`src/rtl/axis_out_stream_buffer_pkg.sv`:
```
// Shared defaults and helpers for the AXI4-Stream output buffer.
// Entries carry {last, data}, so they are one bit wider than the stream data.
package axis_out_stream_buffer_pkg;

  localparam int unsigned DEF_TDATA_WIDTH = 32'd32;
  localparam int unsigned DEF_FIFO_DEPTH  = 32'd16;
  localparam int unsigned DEF_CNT_WIDTH   = 32'd16;
  localparam int unsigned DEF_ENTRY_WIDTH = DEF_TDATA_WIDTH + 32'd1;

  // Ceiling log2; clogb2(1) is 0.
  function automatic int unsigned clogb2(input int unsigned value);
    int unsigned r;
    r = 32'd0;
    for (int unsigned i = 32'd0; i < 32'd32; i++) begin
      if ((32'd1 << i) < value) begin
        r = i + 32'd1;
      end
    end
    return r;
  endfunction

endpackage

```
`src/rtl/axis_out_stream_buffer_stream_fifo_fwft.sv`:
```
// First-word-fall-through FIFO with a registered head entry.
// Full and empty are decoded from the occupancy count, not from pointer compare.
module stream_fifo_fwft
  import axis_out_stream_buffer_pkg::*;
#(
  parameter  int unsigned ENTRY_W = DEF_ENTRY_WIDTH,
  parameter  int unsigned DEPTH   = DEF_FIFO_DEPTH,
  localparam int unsigned PTR_W   = clogb2(DEPTH),
  localparam int unsigned LVL_W   = PTR_W + 32'd1
) (
  input  logic               clk,
  input  logic               rst_n,
  input  logic               i_push,
  input  logic               i_pop,
  input  logic [ENTRY_W-1:0] i_wdata,
  output logic [ENTRY_W-1:0] o_rdata,
  output logic [LVL_W-1:0]   o_level,
  output logic               o_empty,
  output logic               o_full
);

  logic [ENTRY_W-1:0] r_mem [DEPTH];
  logic [PTR_W-1:0]   r_wr_ptr;
  logic [PTR_W-1:0]   r_rd_ptr;
  logic [PTR_W-1:0]   w_rd_ptr_inc;
  logic [LVL_W-1:0]   r_level;
  logic [LVL_W-1:0]   w_level_nxt;
  logic [ENTRY_W-1:0] r_head;
  logic [ENTRY_W-1:0] w_head_nxt;
  logic               r_nonempty;
  logic               r_full;
  logic               w_push;
  logic               w_pop;

  // A push into a full FIFO is legal only when the head leaves in the same cycle.
  assign w_pop        = i_pop & r_nonempty;
  assign w_push       = i_push & (~r_full | w_pop);
  assign w_rd_ptr_inc = r_rd_ptr + PTR_W'(1);

  // Occupancy update: +push -pop.
  always_comb begin
    w_level_nxt = r_level;
    case ({w_push, w_pop})
      2'b10:   w_level_nxt = r_level + LVL_W'(1);
      2'b01:   w_level_nxt = r_level - LVL_W'(1);
      default: w_level_nxt = r_level;
    endcase
  end

  // Head register: next stored entry after a pop, or the incoming word when nothing else is queued.
  always_comb begin
    w_head_nxt = r_head;
    if (w_pop) begin
      if (r_level > LVL_W'(1)) begin
        w_head_nxt = r_mem[w_rd_ptr_inc];
      end else if (w_push) begin
        w_head_nxt = i_wdata;
      end else begin
        w_head_nxt = r_head;
      end
    end else if (w_push && (r_level == LVL_W'(0))) begin
      w_head_nxt = i_wdata;
    end else begin
      w_head_nxt = r_head;
    end
  end

  // Storage array; contents need no reset because occupancy gates every read.
  always_ff @(posedge clk) begin
    if (w_push) begin
      r_mem[r_wr_ptr] <= i_wdata;
    end
  end

  // Pointers, occupancy, registered flags and head entry.
  always_ff @(posedge clk or negedge rst_n) begin
    if (!rst_n) begin
      r_wr_ptr   <= '0;
      r_rd_ptr   <= '0;
      r_level    <= '0;
      r_head     <= '0;
      r_nonempty <= 1'b0;
      r_full     <= 1'b0;
    end else begin
      if (w_push) begin
        r_wr_ptr <= r_wr_ptr + PTR_W'(1);
      end
      if (w_pop) begin
        r_rd_ptr <= w_rd_ptr_inc;
      end
      r_level    <= w_level_nxt;
      r_head     <= w_head_nxt;
      r_nonempty <= (w_level_nxt != LVL_W'(0));
      r_full     <= (w_level_nxt == LVL_W'(DEPTH));
    end
  end

  assign o_rdata = r_head;
  assign o_level = r_level;
  assign o_empty = ~r_nonempty;
  assign o_full  = r_full;

endmodule

```
`src/rtl/axis_out_stream_buffer.sv`:
```
// Buffers packer words (no backpressure) and drives them onto an AXI4-Stream master.
// Also reports sticky overflow, occupancy and per-layer beat counts.
module axis_out_stream_buffer
  import axis_out_stream_buffer_pkg::*;
#(
  parameter  int unsigned C_M_AXIS_TDATA_WIDTH = DEF_TDATA_WIDTH,
  parameter  int unsigned FIFO_DEPTH           = DEF_FIFO_DEPTH,
  parameter  int unsigned CNT_WIDTH            = DEF_CNT_WIDTH,
  localparam int unsigned LVL_W                = clogb2(FIFO_DEPTH) + 32'd1,
  localparam int unsigned ENTRY_W              = C_M_AXIS_TDATA_WIDTH + 32'd1,
  localparam int unsigned STRB_W               = C_M_AXIS_TDATA_WIDTH / 32'd8
) (
  input  logic                            clk,
  input  logic                            rst_n,
  input  logic                            in_valid,
  input  logic                            in_last,
  input  logic [C_M_AXIS_TDATA_WIDTH-1:0] in_data,
  output logic                            m_axis_tvalid,
  input  logic                            m_axis_tready,
  output logic [C_M_AXIS_TDATA_WIDTH-1:0] m_axis_tdata,
  output logic                            m_axis_tlast,
  output logic [STRB_W-1:0]               m_axis_tstrb,
  output logic [LVL_W-1:0]                fifo_level,
  output logic                            overflow,
  input  logic                            clr_overflow,
  output logic                            frame_done,
  output logic [CNT_WIDTH-1:0]            frame_beats
);

  logic [ENTRY_W-1:0]   w_wdata;
  logic [ENTRY_W-1:0]   w_rdata;
  logic [LVL_W-1:0]     w_level;
  logic                 w_empty;
  logic                 w_full;
  logic                 w_pop;
  logic                 w_push;
  logic                 w_drop;
  logic                 w_head_last;
  logic                 r_overflow;
  logic                 r_frame_done;
  logic [CNT_WIDTH-1:0] r_beat_cnt;
  logic [CNT_WIDTH-1:0] r_frame_beats;

  assign w_pop       = ~w_empty & m_axis_tready;
  assign w_push      = in_valid & (~w_full | w_pop);
  assign w_drop      = in_valid & w_full & ~w_pop;
  assign w_wdata     = {in_last, in_data};
  assign w_head_last = w_rdata[C_M_AXIS_TDATA_WIDTH];

  stream_fifo_fwft #(
    .ENTRY_W (ENTRY_W),
    .DEPTH   (FIFO_DEPTH)
  ) u_fifo (
    .clk     (clk),
    .rst_n   (rst_n),
    .i_push  (w_push),
    .i_pop   (w_pop),
    .i_wdata (w_wdata),
    .o_rdata (w_rdata),
    .o_level (w_level),
    .o_empty (w_empty),
    .o_full  (w_full)
  );

  // Sticky overflow; a drop in the same cycle as a clear keeps it set.
  always_ff @(posedge clk or negedge rst_n) begin
    if (!rst_n) begin
      r_overflow <= 1'b0;
    end else if (w_drop) begin
      r_overflow <= 1'b1;
    end else if (clr_overflow) begin
      r_overflow <= 1'b0;
    end else begin
      r_overflow <= r_overflow;
    end
  end

  // Per-layer beat counter; the tlast beat is included in the reported total.
  always_ff @(posedge clk or negedge rst_n) begin
    if (!rst_n) begin
      r_beat_cnt    <= '0;
      r_frame_beats <= '0;
      r_frame_done  <= 1'b0;
    end else begin
      r_frame_done <= w_pop & w_head_last;
      if (w_pop) begin
        if (w_head_last) begin
          r_frame_beats <= r_beat_cnt + CNT_WIDTH'(1);
          r_beat_cnt    <= '0;
        end else begin
          r_beat_cnt <= r_beat_cnt + CNT_WIDTH'(1);
        end
      end
    end
  end

  assign m_axis_tvalid = ~w_empty;
  assign m_axis_tdata  = w_rdata[C_M_AXIS_TDATA_WIDTH-1:0];
  assign m_axis_tlast  = w_head_last;
  assign m_axis_tstrb  = {STRB_W{1'b1}};
  assign fifo_level    = w_level;
  assign overflow      = r_overflow;
  assign frame_done    = r_frame_done;
  assign frame_beats   = r_frame_beats;

endmodule

```
`config.mk`:
```
export PLATFORM = sky130hd
export DESIGN_NAME = axis_out_stream_buffer
export DESIGN_NICKNAME = d
export VERILOG_FILES = /design/src/rtl/axis_out_stream_buffer_pkg.sv /design/src/rtl/axis_out_stream_buffer_stream_fifo_fwft.sv /design/src/rtl/axis_out_stream_buffer.sv
export SDC_FILE = /design/constraint.sdc
export NUM_CORES = 1
export LEC_CHECK = 0
export CORE_AREA = 5 5 236 238
export CTS_CLUSTER_SIZE = 24
export DETAILED_ROUTE_END_ITERATION = 10
export DIE_AREA = 0 0 241 243
export PLACE_DENSITY = 0.65
export SYNTH_ARGS = -nofsm -noshare
export SYNTH_HDL_FRONTEND = slang
export SYNTH_SLANG_ARGS = --single-unit
```
`constraint.sdc`:
```
create_clock -name clk -period 2.7 [get_ports clk]
set_input_delay 0.54 -clock clk [delete_from_list [all_inputs] [get_ports clk]]
set_output_delay 0.54 -clock clk [all_outputs]
set_load 0.01 [all_outputs]
```
==> flow_summary.toml <==
[yosys]
synth_seq_cells = 610
synthDistinctLibCells = 56
synth_area_per_cell_um2 = 15.16
synth_top_cell_by_area = "edfxtp_1"
synth_area_um2 = 25390
async_flop_share_pct = 13.44
synth_top_flop_cell = "edfxtp_1"
yosysTopAreaCellShare_pct = 62.45
synthTopCellsByArea = "edfxtp_1 (62%), mux2i_1 (11%), dfrtp_1 (8.1%), nand3_1 (5.4%), nand4_1 (1.8%)"
synth_edf_count = 528
yosysWarnings = 0
ys_seq_area_share_pct = 70.53
syn-instance-count = 1675

[global_routing]
overflow = 0
grt_pass1_wl_um = 96310
grt_util_all_layers_pct = 21.42
grt_max_degree = 79
antenna_found_initial = 0
grt_pass1_vias = 15504

[cts]
ctsHtreeMaxLevel = 2
clk_path_buf_depth = 3
cts_buffers = 61
clockRootBuffer = "clkbuf_16"
numClockSinks = 610
clk_latency_ns = 0.63
cts_setup_buffers = 0
clk_pin_slew_ns = 0.06
post_cts_resized = 0
cts_tree = "yes"

[sta]
worst_pin_slew_ns = 0.9537
post-route-min-period_ns = 2.522
final.setup.worst_slack_ns = 0.1784
drv_slew = 0
fmax_mhz = 396.6
finClkSkew_ns = 0.02647
finalSetupViolCount = 0
max_slew_margin_pct = 36.42
hold_ws_ns = 0.4077
finalCritPeriodShare_pct = 93.39
hold_viol = 0
rsz0062_at_grt = "false"

[setup_path]
crit_required_ns = 2.16
rr_worst_depth = 6
r2r_end = "u_fifo.r_nonempty"
crit_buf_inv = 1
worst_setup_path_start_kind = "flop"
cpPeakStageDelay_ns = 0.70
reg2reg_from = "u_fifo.o_level[0]"
worstSetupPathType = "flop to output port"
crit_fanout = 14
critPathSlowestCell = "dfrtp_1"
cp_top_family = "flip-flops"
arrival_ns = 1.98
crit_chain = "clkdlybuf4s50_1"
endpoint_kind = "output port"
worst-r2r-setup-slack_ns = 0.36

[place]
dpl.hpwl_um = 36120
dp_slack_ns = -0.1340
gp_congestion = 0.8096
io_buffers = 94
dpl.cell_count = 2456

[pwr]
leakage_nw = 10.85
powerDensity_nw_per_um2 = 1186
ir_drop_uv = 843.7
p_total_w = 0.03571

[cells_and_area]
finalNetCount = 1874
final_cell_mix = "edfxtp_1 (528), nand3_1 (273), mux2i_1 (269)"
drive_gt1_share_pct = 13.91
final_cells = 2572
post-route-util_pct = 56.41
n_antenna_cell = 0
area_growth_pct = 18.61
final_common_cell = "edfxtp_1"

[detailed_routing]
wirelength_um = 63610
vias_per_cell = 6.020
dr.pass1.iters = 5
ant_nets = 0
drc_errors = 0
vias = 15484
drt-wirelength-per-cell_um = 24.73
drtIter0Drc = 1422

[hold_path]
hp-class = "input pin to asynchronous set/reset pin"

[job]
drv_cap = 0

[floorplanning]
die_y_um = 243
rows = 85
die_w_um = 241
die_area_um2 = 58560
ios = 99
start_util_pct = 47.56
coreArea_um2 = 53390

[status]
status = "complete, no violations"
-- cell families (layout without fill, tap and decap cells) --
family	count (synthesis)	after routing	synth area share, %
AO/OA/AOI/OAI	165	165	5.460
XOR/XNOR	21	21	0.7244
adder cells (fa/ha/maj)	12	12	0.5914
buffers and inverters	155	353	2.750
flip-flops	610	610	70.53
multiplexers	271	271	10.71
other	1	4	0.01477
AND/OR/NAND/NOR	440	440	9.220
-- repair_timing --
| action | 4_1_cts | 5_1_grt |
|---|---|---|
| hold endpoints to repair | 22 | 0 |
| setup endpoints to repair | 0 | 0 |
| hold buffers | 1 | 0 |
-- layout make-up --
| cell class | instances | area (um2) |
|---|---|---|
| Multi-Input combinational cell | 913 | 6879 |
| Sequential cell | 610 | 17910 |
| Clock buffer | 84 | 1694 |
| Clock inverter | 31 | 220.2 |
| Timing Repair Buffer | 220 | 2470 |
| Inverter | 18 | 70.07 |
| Tap cell | 696 | 870.8 |
| Fill cell | 4250 | 23270 |
-- how the worst max path moves through the flow --
stage | startpoint | endpoint | slack (ns) | depth (start not counted)
detailed placement | m_axis_tready | u_fifo.r_nonempty | -0.13 | 8
finish | u_fifo.o_rdata[32] | m_axis_tlast | 0.18 | 1
global route | u_fifo.o_rdata[32] | m_axis_tlast | 0.11 | 1
floorplan | m_axis_tready | u_fifo.r_nonempty | 0.02 | 9
global placement | m_axis_tready | u_fifo.r_nonempty | -0.16 | 8
CTS | u_fifo.o_rdata[32] | m_axis_tlast | 0.17 | 1
-- sequential cells by signal, summed over array words and instances, names as in the netlist --
name               flops
u_fifo.r_mem         528
u_fifo.o_level         5
u_fifo.o_full          1
u_fifo.r_rd_ptr        4
frame_done             1
u_fifo.r_wr_ptr        4
u_fifo.r_nonempty      1
r_beat_cnt            16
overflow               1
u_fifo.o_rdata        33
frame_beats           16
-- where the power goes --
group,internal (W),switching [W]
Clock,0.00457,0.00350
Sequential,0.0115,0.000743
Combinational,0.00638,0.00899
-- cells in the mapped netlist (all sizes together), types with 3 or more instances --
master	n
mux2i	269
inv	16
nand3	274
and2	17
nor3	5
xor2	10
o31ai	6
and4	6
ha	12
a221oi	33
o211ai	3
a211oi	35
o2111a	33
xnor2	11
a21oi	7
buf	68
o21ai	31
clkbuf	69
and3	3
nor2	12
or3	3
nand4	75
dfrtp	82
edfxtp	528
nor3b	3
nand2	35
a31oi	4
-- layer usage --
layer | GRT usage, % | share of wire, %
met3 | 3.973 | 6.8
met4 | 6.339 | 2.6
met2 | 34.65 | 48
met1 | 29.83 | 43
met5 | 0 | 0
-- stage by stage --
stage	cell area [um2]	TNS, ns
after floorplan	25400	0
after global placement	28190	-0.1552
after detailed placement	28190	-0.1340
after CTS	30120	0
after global routing	30120	0
final	30120	0
Power figures use the tool's default switching activity.
